===== src/rtl/adc_serial_responder_if.sv =====
// Serial ADC link bundle between an initiator and the responder.
// Carries frame select, serial clock, sample load and response pins.
interface adc_serial_responder_if #(
  parameter int DATA_BITS = 8
);
  logic                 cs;
  logic                 sclk;
  logic [DATA_BITS-1:0] sampleData;
  logic                 sampleValid;
  logic                 sdo;
  logic                 sdoOe;
  logic                 busy;
  logic                 frameDone;
  logic                 frameAbort;

  modport master (
    output cs, sclk, sampleData, sampleValid,
    input  sdo, sdoOe, busy, frameDone, frameAbort
  );

  modport slave (
    input  cs, sclk, sampleData, sampleValid,
    output sdo, sdoOe, busy, frameDone, frameAbort
  );
endinterface


===== src/rtl/adc_serial_responder.sv =====
// Device end of a serial ADC read link: shifts a held sample out on sdo
// under an external cs/sclk pair, oversampled by the system clock.
module adc_serial_responder #(
  parameter int FRAME_BITS = 16,
  parameter int LEAD_ZEROS = 4,
  parameter int DATA_BITS  = 8
) (
  input logic                   clk,
  input logic                   rst_n,
  adc_serial_responder_if.slave bus
);

  localparam int TRAIL = FRAME_BITS - LEAD_ZEROS - DATA_BITS;
  localparam int CW    = $clog2(FRAME_BITS) + 1;

  typedef enum logic [1:0] {
    IDLE,
    SHIFT,
    DONE
  } state_e;

  state_e                state_q, state_d;
  logic [FRAME_BITS-1:0] shift_q, shift_d;
  logic [CW-1:0]         cnt_q, cnt_d;
  logic [DATA_BITS-1:0]  hold_q, hold_d;
  logic                  done_q, done_d;
  logic                  abort_q, abort_d;

  logic csM_q, csS_q, csP_q;
  logic sclkM_q, sclkS_q, sclkP_q;
  logic [1:0] vld_q;
  logic armed_q;

  logic csFall, csRise, sclkFall;
  logic [FRAME_BITS-1:0] frame;

  assign csFall   = csP_q & ~csS_q;
  assign csRise   = ~csP_q & csS_q;
  assign sclkFall = sclkP_q & ~sclkS_q;
  assign frame    = FRAME_BITS'(hold_d) << TRAIL;

  always_ff @(posedge clk) begin
    if (!rst_n) begin
      state_q <= IDLE;
      shift_q <= '0;
      cnt_q   <= '0;
      hold_q  <= '0;
      done_q  <= 1'b0;
      abort_q <= 1'b0;
      csM_q   <= 1'b1;
      csS_q   <= 1'b1;
      csP_q   <= 1'b1;
      sclkM_q <= 1'b1;
      sclkS_q <= 1'b1;
      sclkP_q <= 1'b1;
      vld_q   <= '0;
      armed_q <= 1'b0;
    end else begin
      state_q <= state_d;
      shift_q <= shift_d;
      cnt_q   <= cnt_d;
      hold_q  <= hold_d;
      done_q  <= done_d;
      abort_q <= abort_d;
      csM_q   <= bus.cs;
      csS_q   <= csM_q;
      csP_q   <= csS_q;
      sclkM_q <= bus.sclk;
      sclkS_q <= sclkM_q;
      sclkP_q <= sclkS_q;
      vld_q   <= {vld_q[0], 1'b1};
      // cs must be seen high after reset before a fall may open a frame
      armed_q <= armed_q | (vld_q[1] & csS_q);
    end
  end

  always_comb begin
    state_d = state_q;
    shift_d = shift_q;
    cnt_d   = cnt_q;
    done_d  = 1'b0;
    abort_d = 1'b0;
    hold_d  = bus.sampleValid ? bus.sampleData : hold_q;
    unique case (state_q)
      IDLE: begin
        if (csFall && armed_q) begin
          shift_d = frame;
          cnt_d   = '0;
          state_d = SHIFT;
        end
      end
      SHIFT: begin
        if (csRise) begin
          state_d = IDLE;
          abort_d = 1'b1;
          cnt_d   = '0;
          shift_d = '0;
        end else if (sclkFall) begin
          if (cnt_q == CW'(FRAME_BITS - 1)) begin
            state_d = DONE;
            done_d  = 1'b1;
            cnt_d   = CW'(FRAME_BITS);
            shift_d = '0;
          end else begin
            shift_d = shift_q << 1;
            cnt_d   = cnt_q + 1'b1;
          end
        end
      end
      DONE: begin
        if (csRise) state_d = IDLE;
      end
      default: state_d = IDLE;
    endcase
  end

  assign bus.sdo        = (state_q == SHIFT) & shift_q[FRAME_BITS-1];
  assign bus.sdoOe      = ~csS_q;
  assign bus.busy       = (state_q == SHIFT);
  assign bus.frameDone  = done_q;
  assign bus.frameAbort = abort_q;

endmodule


===== src/flat_wrapper.sv =====
// flat-port wrapper written by rule: the top's interface ports become plain ports
module adc_serial_responder_flat 
#(
  parameter int FRAME_BITS = 16,
  parameter int LEAD_ZEROS = 4,
  parameter int DATA_BITS  = 8
)
  (clk, rst_n, bus_cs, bus_sclk, bus_sampleData, bus_sampleValid, bus_sdo, bus_sdoOe, bus_busy, bus_frameDone, bus_frameAbort);
  adc_serial_responder_if #(.DATA_BITS(DATA_BITS)) bus_i ();
  input logic clk;
  input logic rst_n;
  input wire logic [$bits(bus_i.cs)-1:0] bus_cs;
  input wire logic [$bits(bus_i.sclk)-1:0] bus_sclk;
  input wire logic [$bits(bus_i.sampleData)-1:0] bus_sampleData;
  input wire logic [$bits(bus_i.sampleValid)-1:0] bus_sampleValid;
  output wire logic [$bits(bus_i.sdo)-1:0] bus_sdo;
  output wire logic [$bits(bus_i.sdoOe)-1:0] bus_sdoOe;
  output wire logic [$bits(bus_i.busy)-1:0] bus_busy;
  output wire logic [$bits(bus_i.frameDone)-1:0] bus_frameDone;
  output wire logic [$bits(bus_i.frameAbort)-1:0] bus_frameAbort;
  assign bus_i.cs = bus_cs;
  assign bus_i.sclk = bus_sclk;
  assign bus_i.sampleData = bus_sampleData;
  assign bus_i.sampleValid = bus_sampleValid;
  assign bus_sdo = bus_i.sdo;
  assign bus_sdoOe = bus_i.sdoOe;
  assign bus_busy = bus_i.busy;
  assign bus_frameDone = bus_i.frameDone;
  assign bus_frameAbort = bus_i.frameAbort;
  adc_serial_responder #(.FRAME_BITS(FRAME_BITS), .LEAD_ZEROS(LEAD_ZEROS), .DATA_BITS(DATA_BITS)) u_core (.clk(clk), .rst_n(rst_n), .bus(bus_i));
endmodule

===== config.mk =====
export PLATFORM = sky130hd
export DESIGN_NAME = adc_serial_responder_flat
export DESIGN_NICKNAME = d
export VERILOG_FILES = /design/src/rtl/adc_serial_responder_if.sv /design/src/rtl/adc_serial_responder.sv /design/src/flat_wrapper.sv
export SDC_FILE = /design/constraint.sdc
export NUM_CORES = 1
export LEC_CHECK = 0
export CAP_MARGIN = 20
export CORE_MARGIN = 5
export CORE_UTILIZATION = 50
export CTS_BUF_LIST = sky130_fd_sc_hd__clkbuf_8
export DETAILED_ROUTE_END_ITERATION = 16
export PLACE_DENSITY = 0.75
export SLEW_MARGIN = 20
export SYNTH_ARGS = -nofsm -noshare
export SYNTH_HDL_FRONTEND = slang
export SYNTH_SLANG_ARGS = --single-unit

===== constraint.sdc =====
create_clock -name clk -period 2.3 [get_ports clk]
set_input_delay 0.46 -clock clk [delete_from_list [all_inputs] [get_ports clk]]
set_output_delay 0.46 -clock clk [all_outputs]
set_load 0.02 [all_outputs]

==> results of run 1 <==
-- through the flow --
step           hold WS (ns)  instance area, sq um  total power, mW  worst slack [ns]  cells
2_1_floorplan         0.386                  1510            0.847             0.577    165
3_3_place_gp          0.392                  1700            0.893             0.364    208
3_5_place_dp          0.395                  1700            0.901             0.319    208
4_1_cts               0.412                  1790             1.36            0.0791    216
5_1_grt               0.424                  1790             1.42           0.00438    216
6_report              0.409                  1790             1.35            0.0626    216
-- path summary, 6_finish.rpt --
kind | start | to | cells past startpoint
min reg2reg | u_core.csM_q | u_core.csS_q | 1
max reg2reg | u_core.cnt_q[0] | u_core.cnt_q[3] | 7
max | u_core.state_q[1] | bus_sdo | 4
min | u_core.csM_q | u_core.csS_q | 1
-- cells in the final DEF, fill, tap and decap left out, types with 2 or more instances in the layout --
master / n
ha_1: 2
nand2b_1: 7
a211oi_1: 7
nor2b_1: 3
nor3_1: 2
a31oi_1: 2
o22ai_1: 2
and2_1: 2
nand3_1: 2
o21ai_0: 9
nor2_1: 19
nand2_1: 5
clkdlybuf4s50_1: 17
clkbuf_8: 6
dfxtp_1: 38
nand4_1: 6
clkinv_2: 2
buf_4: 3
inv_1: 3
a21oi_1: 25
mux2i_1: 8
-- metal layers --
metal  vias up  GRT usage (%)  wire length [um]
met5         -              0                 0
met3         7           6.07               144
met2        20           25.9              1430
met4         0           9.84                63
li1        613              -                 -
met1       549           18.5              1330
-- kinds of logic (layout without fill, tap and decap cells) --
| kind of cell | count (synthesis) | after routing |
|---|---|---|
| AO/OA/AOI/OAI | 47 | 47 |
| adder cells (fa/ha/maj) | 2 | 2 |
| buffers and inverters | 14 | 32 |
| flip-flops | 38 | 38 |
| multiplexers | 8 | 8 |
| AND/OR/NAND/NOR | 56 | 56 |
-- registers in the layout, summed over array words and instances (netlist names) --
register / flops
u_core.armed_q: 1
u_core.bus.frameAbort: 1
u_core.bus.frameDone: 1
u_core.cnt_q: 5
u_core.csM_q: 1
u_core.csP_q: 1
u_core.csS_q: 1
u_core.hold_q: 8
u_core.sclkM_q: 1
u_core.sclkP_q: 1
u_core.sclkS_q: 1
u_core.shift_q: 12
u_core.state_q: 2
u_core.vld_q: 2
-- report_power, final --
| part | switching [mW] | total (mW) | internal, mW |
|---|---|---|---|
| Sequential | 0.0170 | 0.709 | 0.692 |
| Combinational | 0.103 | 0.177 | 0.0748 |
| Clock | 0.225 | 0.462 | 0.237 |
| Total | 0.344 | 1.35 | 1.00 |
-- worst max-delay path, delay by kind of cell, from the launching register on --
kind          cells  cell delay, ns
simple gates      2            0.40
flops             1            0.37
buf+inv           2            0.72
-- cell type report --
type                            count  area, sq um  area share (%)
Timing Repair Buffer               20          193            10.8
Clock inverter                      2         8.76           0.489
Tap cell                           33         41.3            2.31
Sequential cell                    38          761            42.5
Clock buffer                        6         82.6            4.61
Inverter                            4         16.3           0.908
Multi-Input combinational cell    113          688            38.4
-- repair_timing --
action	in CTS	in global routing
hold endpoints to repair	0	0
setup buffers	0	0
resized for setup	0	1
setup endpoints to repair	0	1
==> impl_metrics.toml, run 1 <==
[routing]
detail-route-antenna-nets = 0
route.detailed.drc = 0
route.detailed.vias_per_inst = 5.50
postRouteWirelength_mm = 2.97
post_drt_wl_per_cell_um = 13.7
first_iter_violations = 69
dr.pass1.iters = 4
via_total_after_detailed_routing = 1189

[logic_synthesis]
net_count_after_synthesis = 180
synth_xor_xnor_area_share_pct = 0
cell_area_after_technology_mapping_sq_um = 1510
synth.area.mux_share_pct = 5.29
main_combinational_cell_family_by_area_after_synthesis = "simple AND/OR/NAND/NOR gates"
ys_async_sr_fraction_pct = 0
synth_largest_area_cell = "dfxtp_1"
netlist.area_leader.share_pct = 50.2
synth_simple_gate_area_share_pct = 20.7
number_of_distinct_standard_cells_referenced_by_the_synthesized_netlist = 34
synth_edf_count = 0
ys_warn_count = 0
synthCells = 165
synthTopCellsByCount = "38 x dfxtp_1, 25 x a21oi_1, 19 x nor2_1"
yosysSeqAreaShare_pct = 50.2
ys_top_cells_by_area = "dfxtp_1 50%, a21oi_1 8.3%, mux2i_1 5.3%"
synth.avg_cell_area_sq_um = 9.18
synth-compound-area-share_pct = 17.8
ys.flop_type = "dfxtp_1"
synth_most_common_cell = "dfxtp_1"
synth-adder-area-share_pct = 1.65
postSynthRegisterBits = 38

[sta]
setup-violations-final = 0
period_share_pct = 97.3
rsz0062_at_grt = "no"
drv_slew = 0
timing.fmax_ghz = 0.447
hold_violations = 0
timing.clock.skew_ns = 0.00671
fin_setup_tns_ns = 0
worst_slew_pin_slew_ns = 0.618
max_slew_margin_pct = 58.7
finalWorstPathRequiredPeriod_ns = 2.24

[power]
pwr_density_cell_nw_per_um2 = 753
p_leak_nw = 0.680
peakVddDrop_mv = 0.381

[floorplan]
die_y_um = 65.0
num_rows = 20
die_x_um = 65.0
number_of_top_level_pins = 18
coreArea_sq_um = 2980
floorplan.initialDensity_pct = 50.8
design.die.area_sq_um = 4230

[finish]
fillerInstances = 272
flow.area_growth_from_synthesis_pct = 18.3
postLayoutCoreUtil_pct = 60.1
antenna_cell_count = 0
fin_nets = 197
drive_above_1_share_pct = 10.4

[cts]
deepest_clock_path_buffer_count = 2
cts_hold_repair.buffers = 0
tritoncts_buffers = 5
cts.root.buffer_cell = "clkbuf_8"
later_pin_clock_latency_in_the_skew_report_ns = 0.29
cts.reportedPaths.clkPinSlew_ns = 0.07
clock_sink_count = 38
cts_tree = "built"
clock_tree.htree_level_count = 2

[worst_hold_path]
min_path_type = "reg2reg"

[global_routing]
wire_length_of_the_first_global_routing_pass_mm = 5.29
antenna_violations_before_repair = 0
grt_start_max_net_pins = 29
grt_pass1_vias = 1221
gr-total-overflow = 0
track_usage_pct = 16.3

[placement]
count_of_input_and_output_buffers = 17
dpl.hpwl_mm = 2.05
finalWeightedCongestion = 0.720

[setup_path]
crit_type = "reg2out"
required_time_of_the_worst_setup_path_ns = 1.84
timing.critical_path.slowest_cell_delay_ns = 0.53
setup.reg_to_reg.worst_slack_ns = 0.36
critical_path.endpoint_type = "output pin"
critPathMaxFanout = 14
worst_setup_path_start_kind = "register"
worst_path_max_delay_cell = "clkdlybuf4s50_1"
worstPathCellList = "nand2b_4 -> clkinv_2 -> and2_1 -> clkdlybuf4s50_1"
critPathArrivalTime_ns = 1.78

[job]
drv.max_cap_violation_count = 0

[outcome]
outcome = "complete, no violations"
No activity file was read; power rests on OpenSTA's default activity.
==> run 2, diff against run 1 <==
- CTS_BUF_LIST: sky130_fd_sc_hd__clkbuf_8 -> sky130_fd_sc_hd__clkbuf_4 sky130_fd_sc_hd__clkbuf_8 sky130_fd_sc_hd__clkbuf_16
- MAX_ROUTING_LAYER: unset -> met4
==> impl_metrics.toml, run 2 (same netlist as run 1, synthesis figures left out) <==
[global_routing]
gr-total-overflow = 0
wire_length_of_the_first_global_routing_pass_mm = 5.36
grt_pass1_vias = 1222
antenna_violations_before_repair = 0
track_usage_pct = 16.9
grt_start_max_net_pins = 29

[finish]
top_regs = "u_core.shift_q (12), u_core.hold_q (8), u_core.cnt_q (5)"
final_common_cell = "dfxtp_1"
finalInstanceArea_sq_um = 1770
regArea_sq_um = 762
flow.area_growth_from_synthesis_pct = 16.6
antenna_cell_count = 0
largest_register_ff_count = 12
largest_register = "u_core.shift_q"
fin_nets = 197
postLayoutCoreUtil_pct = 59.3
multi_input_combinational_cell_area_sq_um = 688
fillerInstances = 274
layout_common_cells = "37 x dfxtp_1, 25 x a21oi_1, 19 x nor2_1"
drive_above_1_share_pct = 11.5
instances_no_fill = 216

[power]
peakVddDrop_mv = 0.435
p_leak_nw = 0.667
total_power_mw = 1.26
pwr_density_cell_nw_per_um2 = 713

[floorplan]
coreArea_sq_um = 2980
number_of_top_level_pins = 18
design.die.area_sq_um = 4230
die_x_um = 65.0
floorplan.initialDensity_pct = 50.8
num_rows = 20
die_y_um = 65.0

[setup_path]
worstPathCellList = "nand2b_4 -> inv_4 -> and2_1 -> clkdlybuf4s50_1"
reg2reg_to = "u_core.cnt_q[3]"
timing.critical_path.slowest_cell_delay_ns = 0.59
reg2reg_depth = 7
worst_path_max_delay_cell = "clkdlybuf4s50_1"
worst_setup_path_start_kind = "register"
critical_path.endpoint_type = "output pin"
crit_type = "reg2out"
required_time_of_the_worst_setup_path_ns = 1.84
critPathArrivalTime_ns = 1.75
setup.reg_to_reg.worst_slack_ns = 0.34
critPathMaxFanout = 14
r2r_start = "u_core.cnt_q[0]"
worst_setup_path_startpoint = "u_core.state_q[1]"

[sta]
worst_slew_pin_slew_ns = 0.648
max_slew_margin_pct = 56.7
timing.clock.skew_ns = 0.0116
setup-violations-final = 0
drv_slew = 0
fin_setup_tns_ns = 0
period_share_pct = 96.2
finalWorstPathRequiredPeriod_ns = 2.21
hold_violations = 0
rsz0062_at_grt = "no"
timing.fmax_ghz = 0.452

[cts]
cts_tree = "built"
cts_hold_repair.buffers = 0
deepest_clock_path_buffer_count = 2
later_pin_clock_latency_in_the_skew_report_ns = 0.35
cts.root.buffer_cell = "clkbuf_4"
tritoncts_buffers = 5
clock_sink_count = 38
clock_tree.htree_level_count = 2
cts_post_setup_buffers_inserted = 0
cts.reportedPaths.clkPinSlew_ns = 0.11

[routing]
dr.pass1.iters = 4
detail-route-antenna-nets = 0
route.detailed.vias_per_inst = 5.64
via_total_after_detailed_routing = 1218
post_drt_wl_per_cell_um = 14.3
route.detailed.drc = 0
postRouteWirelength_mm = 3.08
first_iter_violations = 62

[worst_hold_path]
min_to = "u_core.csS_q"
min_delay_path_depth = 1
min_path_type = "reg2reg"
holdCritStartpoint = "u_core.csM_q"

[outcome]
outcome = "complete, no violations"

[placement]
count_of_input_and_output_buffers = 17
post-place-cells = 208
dpl_cell_area_sq_um = 1700
finalWeightedCongestion = 0.729
dpl.hpwl_mm = 2.05

[job]
drv.max_cap_violation_count = 0
==> run 2: cell types whose count changed in the layout (fill, tap and decap cells not counted) <==
cell	before	now
inv_1	3	2
inv_4	0	1
dfxtp_1	38	37
dfxtp_2	0	1
clkbuf_8	6	1
clkinv_2	2	1
clkbuf_4	0	6
==> run 2: metrics by stage <==
step | setup WS (ns) | hold WS (ns)
after detailed placement | 0.319 | 0.395
final | 0.0865 | 0.415
after CTS | 0.0694 | 0.421
after global routing | 0.0193 | 0.435
after floorplan | 0.577 | 0.386
after global placement | 0.364 | 0.392
==> run 2: worst max-delay path, delay by kind of cell, from the launching register on <==
kind	cells	cell delay [ns]
buffers and inverters	2	0.73
DFF	1	0.35
and+or+nand+nor	2	0.32
==> run 2: final cells by class <==
cell class | instances | share of cell area, %
Sequential cell | 38 | 43.2
Clock buffer | 7 | 3.33
Timing Repair Buffer | 20 | 10.9
Tap cell | 33 | 2.34
Multi-Input combinational cell | 113 | 39.0
Inverter | 4 | 0.992
Clock inverter | 1 | 0.283
==> run 2: timing repair <==
item	in CTS	in global routing
gates resized for setup	1	1
endpoints found under the hold margin	0	0
setup endpoints to repair	1	1
==> run 2: worst max path at each step <==
stage	cells after the start	endpoint	slack (ns)
5_1_grt	4	bus_sdo	0.02
3_5_place_dp	5	u_core.shift_q[8]	0.32
4_1_cts	4	bus_sdo	0.07
6_report	4	bus_sdo	0.09
2_1_floorplan	7	u_core.shift_q[11]	0.58
3_3_place_gp	5	u_core.shift_q[10]	0.36
==> run 2: power breakdown <==
| part | total, mW | switching (mW) | leakage [nW] | internal (mW) |
|---|---|---|---|---|
| Combinational | 0.180 | 0.105 | 0.317 | 0.0752 |
| Clock | 0.369 | 0.210 | 0.0387 | 0.160 |
| Sequential | 0.710 | 0.0177 | 0.311 | 0.692 |
| Total | 1.26 | 0.332 | 0.667 | 0.927 |
==> run 2: routing by layer <==
| metal | part of all wire, % | track usage (%) | up-vias |
|---|---|---|---|
| li1 | - | - | 616 |
| met1 | 42 | 18.5 | 564 |
| met5 | 0 | - | - |
| met4 | 1.7 | 9.07 | 0 |
| met3 | 6.1 | 6.07 | 6 |
| met2 | 50 | 26.9 | 32 |
